===== src/rtl/multi_cycle_cpu_pkg.sv =====
// Shared definitions for the multi-cycle CPU: opcodes, funct codes,
// FSM state encoding, ALU operation codes and small decode helpers.
package multi_cycle_cpu_pkg;

    localparam logic [5:0] OP_RTYPE = 6'b000000;
    localparam logic [5:0] OP_J     = 6'b000010;
    localparam logic [5:0] OP_JAL   = 6'b000011;
    localparam logic [5:0] OP_BEQ   = 6'b000100;
    localparam logic [5:0] OP_BNE   = 6'b000101;
    localparam logic [5:0] OP_ADDI  = 6'b001000;
    localparam logic [5:0] OP_SLTI  = 6'b001010;
    localparam logic [5:0] OP_ANDI  = 6'b001100;
    localparam logic [5:0] OP_ORI   = 6'b001101;
    localparam logic [5:0] OP_LUI   = 6'b001111;
    localparam logic [5:0] OP_ERET  = 6'b010000;
    localparam logic [5:0] OP_LW    = 6'b100011;
    localparam logic [5:0] OP_SW    = 6'b101011;

    localparam logic [5:0] F_SLL  = 6'b000000;
    localparam logic [5:0] F_SRL  = 6'b000010;
    localparam logic [5:0] F_JR   = 6'b001000;
    localparam logic [5:0] F_ERET = 6'b011000;
    localparam logic [5:0] F_ADD  = 6'b100000;
    localparam logic [5:0] F_SUB  = 6'b100010;
    localparam logic [5:0] F_AND  = 6'b100100;
    localparam logic [5:0] F_OR   = 6'b100101;
    localparam logic [5:0] F_XOR  = 6'b100110;
    localparam logic [5:0] F_NOR  = 6'b100111;
    localparam logic [5:0] F_SLT  = 6'b101010;

    typedef enum logic [2:0] {
        S_IF        = 3'd0,
        S_ID        = 3'd1,
        S_EX        = 3'd2,
        S_MEM_RD    = 3'd3,
        S_MEM_WR    = 3'd4,
        S_WB        = 3'd5,
        S_INT_ENTRY = 3'd6
    } state_e;

    typedef enum logic [3:0] {
        ALU_ADD = 4'd0,
        ALU_SUB = 4'd1,
        ALU_AND = 4'd2,
        ALU_OR  = 4'd3,
        ALU_XOR = 4'd4,
        ALU_NOR = 4'd5,
        ALU_SLT = 4'd6,
        ALU_SLL = 4'd7,
        ALU_SRL = 4'd8,
        ALU_LUI = 4'd9
    } alu_op_e;

    function automatic logic [31:0] sext16(input logic [15:0] imm);
        return {{16{imm[15]}}, imm};
    endfunction

    function automatic logic [31:0] zext16(input logic [15:0] imm);
        return {16'h0000, imm};
    endfunction

    // True for every opcode/funct pair the core executes; anything else is a NOP.
    function automatic logic insn_defined(input logic [5:0] op, input logic [5:0] fn);
        logic ok;
        case (op)
            OP_RTYPE: begin
                case (fn)
                    F_ADD, F_SUB, F_AND, F_OR, F_XOR, F_NOR,
                    F_SLT, F_SLL, F_SRL, F_JR: ok = 1'b1;
                    default:                   ok = 1'b0;
                endcase
            end
            OP_J, OP_JAL, OP_BEQ, OP_BNE, OP_ADDI, OP_SLTI,
            OP_ANDI, OP_ORI, OP_LUI, OP_LW, OP_SW: ok = 1'b1;
            OP_ERET: ok = (fn == F_ERET);
            default: ok = 1'b0;
        endcase
        return ok;
    endfunction

endpackage


===== src/rtl/mcpu_regfile.sv =====
// 32 x 32-bit register file: two asynchronous read ports, one synchronous
// write port. Register $0 is hard-wired to zero.
module mcpu_regfile (
    input  logic        clk_i,
    input  logic        rst_ni,
    input  logic [4:0]  ra1_i,
    input  logic [4:0]  ra2_i,
    output logic [31:0] rd1_o,
    output logic [31:0] rd2_o,
    input  logic        we_i,
    input  logic [4:0]  wa_i,
    input  logic [31:0] wd_i
);

    logic [31:0] regs_q [32];

    // Clear all registers on reset; otherwise commit a write unless it targets $0.
    always_ff @(posedge clk_i or negedge rst_ni) begin
        if (!rst_ni) begin
            for (int i = 0; i < 32; i++) begin
                regs_q[i] <= 32'd0;
            end
        end else if (we_i && (wa_i != 5'd0)) begin
            regs_q[wa_i] <= wd_i;
        end
    end

    assign rd1_o = (ra1_i == 5'd0) ? 32'd0 : regs_q[ra1_i];
    assign rd2_o = (ra2_i == 5'd0) ? 32'd0 : regs_q[ra2_i];

endmodule


===== src/rtl/multi_cycle_cpu.sv =====
// Multi-cycle MIPS-subset CPU on a single unified memory/IO bus.
// Control FSM, ALU and datapath registers; the register file is a sub-module.
// Bus outputs are registered from the next-state values so they are glitch-free.
module multi_cycle_cpu
    import multi_cycle_cpu_pkg::*;
#(
    parameter logic [31:0] RESET_VECTOR = 32'h0000_0000,
    parameter logic [31:0] INT_VECTOR   = 32'h0000_0004,
    parameter int          HAS_INT      = 1
) (
    input  logic        clk,
    input  logic        reset,
    input  logic [31:0] Data_in,
    input  logic        MIO_ready,
    input  logic        INT,
    output logic [31:0] Addr_out,
    output logic [31:0] Data_out,
    output logic        mem_w,
    output logic        CPU_MIO,
    output logic [31:0] PC_out,
    output logic [2:0]  state
);

    state_e      state_q, state_d, nxt_s;
    logic [31:0] pc_q, pc_d, ir_q, ir_d, mdr_q, mdr_d;
    logic [31:0] a_q, a_d, b_q, b_d, alu_out_q, alu_out_d, epc_q, epc_d;
    logic        ie_q, ie_d;
    logic [31:0] addr_q, addr_d;
    logic        cpu_mio_q, cpu_mio_d, mem_w_q, mem_w_d;

    logic        fetch_req_s, int_take_s;
    logic        rf_we_s;
    logic [4:0]  rf_wa_s;
    logic [31:0] rf_wd_s, rs_data_s, rt_data_s;
    alu_op_e     alu_op_s;
    logic [31:0] alu_b_s, alu_res_s;

    logic [5:0]  opcode_s, funct_s;
    logic [4:0]  rs_s, rt_s, rd_s, shamt_s;
    logic [15:0] imm_s;
    logic [31:0] jump_tgt_s;

    assign opcode_s   = ir_q[31:26];
    assign rs_s       = ir_q[25:21];
    assign rt_s       = ir_q[20:16];
    assign rd_s       = ir_q[15:11];
    assign shamt_s    = ir_q[10:6];
    assign funct_s    = ir_q[5:0];
    assign imm_s      = ir_q[15:0];
    assign jump_tgt_s = {pc_q[31:28], ir_q[25:0], 2'b00};

    mcpu_regfile u_regfile (
        .clk_i  (clk),
        .rst_ni (reset),
        .ra1_i  (rs_s),
        .ra2_i  (rt_s),
        .rd1_o  (rs_data_s),
        .rd2_o  (rt_data_s),
        .we_i   (rf_we_s),
        .wa_i   (rf_wa_s),
        .wd_i   (rf_wd_s)
    );

    function automatic logic [31:0] alu_compute(input alu_op_e op, input logic [31:0] a,
                                                input logic [31:0] b, input logic [4:0] sh);
        logic [31:0] r;
        case (op)
            ALU_ADD: r = a + b;
            ALU_SUB: r = a - b;
            ALU_AND: r = a & b;
            ALU_OR:  r = a | b;
            ALU_XOR: r = a ^ b;
            ALU_NOR: r = ~(a | b);
            ALU_SLT: r = {31'd0, ($signed(a) < $signed(b))};
            ALU_SLL: r = b << sh;
            ALU_SRL: r = b >> sh;
            ALU_LUI: r = {b[15:0], 16'h0000};
            default: r = a + b;
        endcase
        return r;
    endfunction

    // ALU control: choose operation and second operand from the latched instruction.
    always_comb begin
        alu_op_s = ALU_ADD;
        alu_b_s  = sext16(imm_s);
        case (opcode_s)
            OP_RTYPE: begin
                alu_b_s = b_q;
                case (funct_s)
                    F_ADD:   alu_op_s = ALU_ADD;
                    F_SUB:   alu_op_s = ALU_SUB;
                    F_AND:   alu_op_s = ALU_AND;
                    F_OR:    alu_op_s = ALU_OR;
                    F_XOR:   alu_op_s = ALU_XOR;
                    F_NOR:   alu_op_s = ALU_NOR;
                    F_SLT:   alu_op_s = ALU_SLT;
                    F_SLL:   alu_op_s = ALU_SLL;
                    F_SRL:   alu_op_s = ALU_SRL;
                    default: alu_op_s = ALU_ADD;
                endcase
            end
            OP_ADDI, OP_LW, OP_SW: alu_op_s = ALU_ADD;
            OP_SLTI: alu_op_s = ALU_SLT;
            OP_ANDI: begin alu_op_s = ALU_AND; alu_b_s = zext16(imm_s); end
            OP_ORI:  begin alu_op_s = ALU_OR;  alu_b_s = zext16(imm_s); end
            OP_LUI:  begin alu_op_s = ALU_LUI; alu_b_s = zext16(imm_s); end
            default: begin alu_op_s = ALU_ADD; alu_b_s = sext16(imm_s); end
        endcase
        alu_res_s = alu_compute(alu_op_s, a_q, alu_b_s, shamt_s);
    end

    // Next-state and datapath control; fetch_req_s marks every return towards IF,
    // which is the only point where a pending interrupt may divert the FSM.
    always_comb begin
        nxt_s       = state_q;
        pc_d        = pc_q;
        ir_d        = ir_q;
        mdr_d       = mdr_q;
        a_d         = a_q;
        b_d         = b_q;
        alu_out_d   = alu_out_q;
        epc_d       = epc_q;
        ie_d        = ie_q;
        fetch_req_s = 1'b0;
        rf_we_s     = 1'b0;
        rf_wa_s     = 5'd0;
        rf_wd_s     = alu_out_q;
        case (state_q)
            S_IF: begin
                if (MIO_ready) begin
                    ir_d  = Data_in;
                    pc_d  = pc_q + 32'd4;
                    nxt_s = S_ID;
                end else begin
                    nxt_s = S_IF;
                end
            end
            S_ID: begin
                a_d       = rs_data_s;
                b_d       = rt_data_s;
                alu_out_d = pc_q + (sext16(imm_s) << 2);
                if (!insn_defined(opcode_s, funct_s)) begin
                    fetch_req_s = 1'b1;
                end else if (opcode_s == OP_J) begin
                    pc_d        = jump_tgt_s;
                    fetch_req_s = 1'b1;
                end else if (opcode_s == OP_JAL) begin
                    pc_d        = jump_tgt_s;
                    rf_we_s     = 1'b1;
                    rf_wa_s     = 5'd31;
                    rf_wd_s     = pc_q;
                    fetch_req_s = 1'b1;
                end else begin
                    nxt_s = S_EX;
                end
            end
            S_EX: begin
                case (opcode_s)
                    OP_BEQ: begin
                        if (a_q == b_q) pc_d = alu_out_q;
                        else            pc_d = pc_q;
                        fetch_req_s = 1'b1;
                    end
                    OP_BNE: begin
                        if (a_q != b_q) pc_d = alu_out_q;
                        else            pc_d = pc_q;
                        fetch_req_s = 1'b1;
                    end
                    OP_ERET: begin
                        pc_d        = epc_q;
                        ie_d        = 1'b1;
                        fetch_req_s = 1'b1;
                    end
                    OP_LW: begin
                        alu_out_d = alu_res_s;
                        nxt_s     = S_MEM_RD;
                    end
                    OP_SW: begin
                        alu_out_d = alu_res_s;
                        nxt_s     = S_MEM_WR;
                    end
                    OP_RTYPE: begin
                        if (funct_s == F_JR) begin
                            pc_d        = a_q;
                            fetch_req_s = 1'b1;
                        end else begin
                            alu_out_d = alu_res_s;
                            nxt_s     = S_WB;
                        end
                    end
                    default: begin
                        alu_out_d = alu_res_s;
                        nxt_s     = S_WB;
                    end
                endcase
            end
            S_MEM_RD: begin
                if (MIO_ready) begin
                    mdr_d = Data_in;
                    nxt_s = S_WB;
                end else begin
                    nxt_s = S_MEM_RD;
                end
            end
            S_MEM_WR: begin
                if (MIO_ready) fetch_req_s = 1'b1;
                else           nxt_s = S_MEM_WR;
            end
            S_WB: begin
                rf_we_s     = 1'b1;
                rf_wa_s     = (opcode_s == OP_RTYPE) ? rd_s : rt_s;
                rf_wd_s     = (opcode_s == OP_LW) ? mdr_q : alu_out_q;
                fetch_req_s = 1'b1;
            end
            S_INT_ENTRY: begin
                epc_d = pc_q;
                pc_d  = INT_VECTOR;
                ie_d  = 1'b0;
                nxt_s = S_IF;
            end
            default: nxt_s = S_IF;
        endcase

        int_take_s = (HAS_INT != 0) && INT && ie_d;
        if (fetch_req_s) begin
            state_d = int_take_s ? S_INT_ENTRY : S_IF;
        end else begin
            state_d = nxt_s;
        end

        cpu_mio_d = (state_d == S_IF) || (state_d == S_MEM_RD) || (state_d == S_MEM_WR);
        mem_w_d   = (state_d == S_MEM_WR);
        addr_d    = (state_d == S_IF) ? pc_d : alu_out_d;
    end

    // State, datapath and bus-output registers; reset abandons any access in flight.
    always_ff @(posedge clk or negedge reset) begin
        if (!reset) begin
            state_q   <= S_IF;
            pc_q      <= RESET_VECTOR;
            ir_q      <= 32'd0;
            mdr_q     <= 32'd0;
            a_q       <= 32'd0;
            b_q       <= 32'd0;
            alu_out_q <= 32'd0;
            epc_q     <= 32'd0;
            ie_q      <= 1'b1;
            addr_q    <= RESET_VECTOR;
            cpu_mio_q <= 1'b1;
            mem_w_q   <= 1'b0;
        end else begin
            state_q   <= state_d;
            pc_q      <= pc_d;
            ir_q      <= ir_d;
            mdr_q     <= mdr_d;
            a_q       <= a_d;
            b_q       <= b_d;
            alu_out_q <= alu_out_d;
            epc_q     <= epc_d;
            ie_q      <= ie_d;
            addr_q    <= addr_d;
            cpu_mio_q <= cpu_mio_d;
            mem_w_q   <= mem_w_d;
        end
    end

    assign Addr_out = addr_q;
    assign Data_out = b_q;
    assign mem_w    = mem_w_q;
    assign CPU_MIO  = cpu_mio_q;
    assign PC_out   = pc_q;
    assign state    = state_q;

endmodule


===== config.mk =====
export PLATFORM = sky130hd
export DESIGN_NAME = multi_cycle_cpu
export DESIGN_NICKNAME = d
export VERILOG_FILES = /design/src/rtl/multi_cycle_cpu_pkg.sv /design/src/rtl/mcpu_regfile.sv /design/src/rtl/multi_cycle_cpu.sv
export SDC_FILE = /design/constraint.sdc
export NUM_CORES = 2
export LEC_CHECK = 0
export CORE_MARGIN = 2
export CORE_UTILIZATION = 44
export CTS_BUF_LIST = sky130_fd_sc_hd__clkbuf_16
export CTS_CLUSTER_DIAMETER = 120
export CTS_CLUSTER_SIZE = 24
export DETAILED_ROUTE_END_ITERATION = 7
export PLACE_DENSITY = 0.64
export SLEW_MARGIN = 10
export SYNTH_ARGS = -nofsm -noshare
export SYNTH_HDL_FRONTEND = slang
export SYNTH_SLANG_ARGS = --single-unit

===== constraint.sdc =====
create_clock -name clk -period 9.7 [get_ports clk]
set_input_delay 0.97 -clock clk [delete_from_list [all_inputs] [get_ports clk]]
set_output_delay 0.97 -clock clk [all_outputs]
set_load 0.05 [all_outputs]

==> impl_metrics.json <==
{
  "ys_seq_area_share_pct": 42.16,
  "p_comb_share_pct": 58.6,
  "clkPwrFrac_pct": 12.2,
  "synth_most_common_cell": "nand2_1",
  "slew_viol_final": 0,
  "swShare_pct": 52.51,
  "crit_path_end_kind": "flip-flop",
  "synth_nets": 7571,
  "path_clk_slew_ns": 0.10,
  "critPathMaxFanout": 45,
  "period_needed_ns": 7.282,
  "hold_path_class": "in -> async",
  "max_cap_violations": 0,
  "required_ns": 10.31,
  "die_area_sq_mm": 0.1768,
  "cts_buffers": 66,
  "arrival_ns": 7.90,
  "grtUsageTotal_pct": 37.63,
  "clock_latency_ns": 0.75,
  "via_per_inst": 6.729,
  "die_h_um": 420.5,
  "die_w_um": 420.5,
  "fmax_mhz": 137.3,
  "final_cells": 9437,
  "syn_area_per_cell_sq_um": 10.31,
  "grt_pass1_wl_mm": 472.2,
  "drt_iter0_markers": 8502,
  "finalSetupViolations": 0,
  "power.leakage_nw": 33.97,
  "status": "complete, but fails checks",
  "clock_path_buffers": 3,
  "power_mw": 26.25,
  "grt_pass1_vias": 61890,
  "rsz0062_at_grt": "false",
  "wl_per_cell_um": 35.18,
  "vias": 63500,
  "whs_ns": 0.1851,
  "netlist_top_cells_area": "dfrtp_1 42%, mux4_2 19%, o21ai_0 7.9%, nand2_1 6.8%, clkbuf_1 3.1%",
  "hpwl_mm": 230.9,
  "synth.cell_area_sq_mm": 0.07633,
  "postCtsSetupBuffers": 0,
  "final_nets": 7266,
  "cts_tree": "yes",
  "setup_tns_ns": 0,
  "first_pass_iters": 8,
  "antenna_found_initial": 25,
  "fin_crit_sh_pct": 75.07,
  "routed_wirelength_mm": 332.0,
  "fin_skew_ns": 0.04261,
  "root_buffer": "clkbuf_16",
  "grt_max_degree": 165,
  "r2r_cells": 16,
  "vdd_ir_drop_max_v": 0.0002220,
  "synth_area_leader_cell": "dfrtp_1",
  "synth_seq_cells": 1286,
  "slew_headroom_pct": 2.771,
  "hold_viol": 0,
  "violations": "DRC",
  "fillers": 15930,
  "drc": 10,
  "final_area_sq_mm": 0.08205,
  "row_count": 152,
  "power_density_mw_per_mm2": 319.9,
  "p_switching_mw": 13.78,
  "ctsHoldBuffers": 0,
  "gp_congestion": 1.065,
  "synth_edf_count": 0,
  "grt-ovfl-total": 0,
  "synth_ff_type": "dfrtp_1",
  "p_int_mw": 12.47,
  "synthCells": 7406,
  "ys_types": 105,
  "coreArea_sq_mm": 0.1719,
  "regArea_sq_mm": 0.03222,
  "area_growth_pct": 7.499,
  "synth_common_cells": "1391 x nand2_1, 1284 x dfrtp_1, 1210 x o21ai_0",
  "htreeDepth": 3,
  "numPortBuffers": 136,
  "synthArstFlopShare_pct": 100.0,
  "ctsResizeCount": 0,
  "tightest_slew_ns": 1.447,
  "cts.sinks": 1286,
  "yosysWarnings": 0,
  "ioPinCount": 137,
  "final_layout_size_suffix_gt1_share_pct": 18.25,
  "synth_top_area_share_pct": 42.09,
  "ant_nets": 0,
  "dp.cells": 9342,
  "multi_input_area_sq_mm": 0.04141,
  "crit_path_start_kind": "flip-flop",
  "critPathKind": "reg -> reg",
  "place_area_sq_mm": 0.08009,
  "power_frac_seq_pct": 29.2,
  "start_util_pct": 44.40
}
## routing by layer
layer,up-vias,wire length [um],track usage [%]
met1,32510,130100,50.22
met3,883,32900,8.835
li1,26510,-,-
met4,18,21740,20.49
met2,3591,147100,56.85
met5,-,105,0
## cell type report
class | count | area share [%]
antenna | 11 | 0.03355
clock buffer | 66 | 2.013
clock inverter | 17 | 0.3233
inverter | 118 | 0.5398
multi-input combinational | 5270 | 50.47
sequential | 1286 | 39.27
tap | 2310 | 3.522
timing repair buffer | 359 | 3.827
## final timing paths
kind / from / end / slack (ns)
max: ir_q[26] / Addr_out[20] / 2.42
min: reset / epc_q[5] / 0.19
max reg2reg: ir_q[26] / Addr_out[20] / 2.42
min reg2reg: u_regfile.regs_q[1015] / u_regfile.regs_q[1015] / 0.40
max in group asynchronous: reset / u_regfile.regs_q[850] / 7.09
min in group clk: u_regfile.regs_q[1015] / u_regfile.regs_q[1015] / 0.40
## sequential cells by signal (all words and copies together) (netlist names), 32 cells and up
name	flops
a_q	32
Addr_out	32
mdr_q	32
u_regfile.regs_q	1024
PC_out	32
Data_out	32
ir_q	32
alu_out_q	32
epc_q	32
## kinds of logic after synthesis
group / Yosys count / synth area share, %
XOR/XNOR: 100 / 1.147
AO/OA/AOI/OAI: 2057 / 16.09
AND/OR/NAND/NOR: 2065 / 11.49
adder cells (fa/ha/maj): 129 / 2.144
buffers and inverters: 850 / 4.267
multiplexers: 919 / 22.70
flip-flops: 1286 / 42.16
## stage by stage
step	setup slack [ns]	util (%)
2_1_floorplan	4.016	-
3_3_place_gp	2.712	46.58
3_5_place_dp	2.695	46.58
4_1_cts	2.669	47.70
5_1_grt	2.236	47.71
6_report	2.418	47.73
## critical path, stage by stage, from the launching register on
cell and delay, ns:
dfrtp_1 0.55, or4_1 1.01, nor2_8 0.96, mux2_2 0.45
inv_1 0.23, ha_1 0.43, nor2_1 0.13, o221ai_1 0.49
a211oi_1 0.16, buf_4 0.19, nor4_1 0.93, nor2_1 0.16
xnor2_1 0.18, a222oi_1 0.33, o211ai_1 0.29, a221o_1 0.37
mux2_2 0.26
## power by group through the flow
stage / Combinational (mW) / Sequential [mW] / Clock, mW
final: 15.4 / 7.66 / 3.21
after global routing: 15.9 / 7.71 / 3.43
after global placement: 14.9 / 7.65 / 0
after CTS: 14.9 / 7.58 / 3.26
after detailed placement: 14.8 / 7.68 / 0
after floorplan: 9.04 / 7.22 / 0
## layout by cell type (no fill, tap or decap), types with 29 or more instances in the layout
cell type | synthesis | final
xnor2_1 | 52 | 52
a22oi_1 | 35 | 35
clkbuf_16 | 0 | 66
o211ai_1 | 45 | 45
o22ai_1 | 91 | 90
mux2_2 | 197 | 197
a31oi_1 | 31 | 31
dfrtp_1 | 1284 | 1270
xor2_1 | 48 | 48
a211oi_1 | 43 | 41
nor3_1 | 90 | 83
nor2b_1 | 68 | 68
nand3_1 | 75 | 75
nor4_1 | 34 | 31
inv_1 | 114 | 115
nand2_2 | 1 | 32
mux4_2 | 630 | 630
a21o_1 | 35 | 35
nor2_1 | 235 | 230
clkdlybuf4s50_1 | 0 | 135
and3_1 | 29 | 29
nand2_1 | 1391 | 1359
buf_4 | 2 | 216
o31ai_1 | 41 | 41
a21oi_1 | 202 | 199
ha_1 | 126 | 126
mux2i_1 | 92 | 92
o21ai_0 | 1210 | 1209
Note: power is estimated with default switching activity, not from simulation.
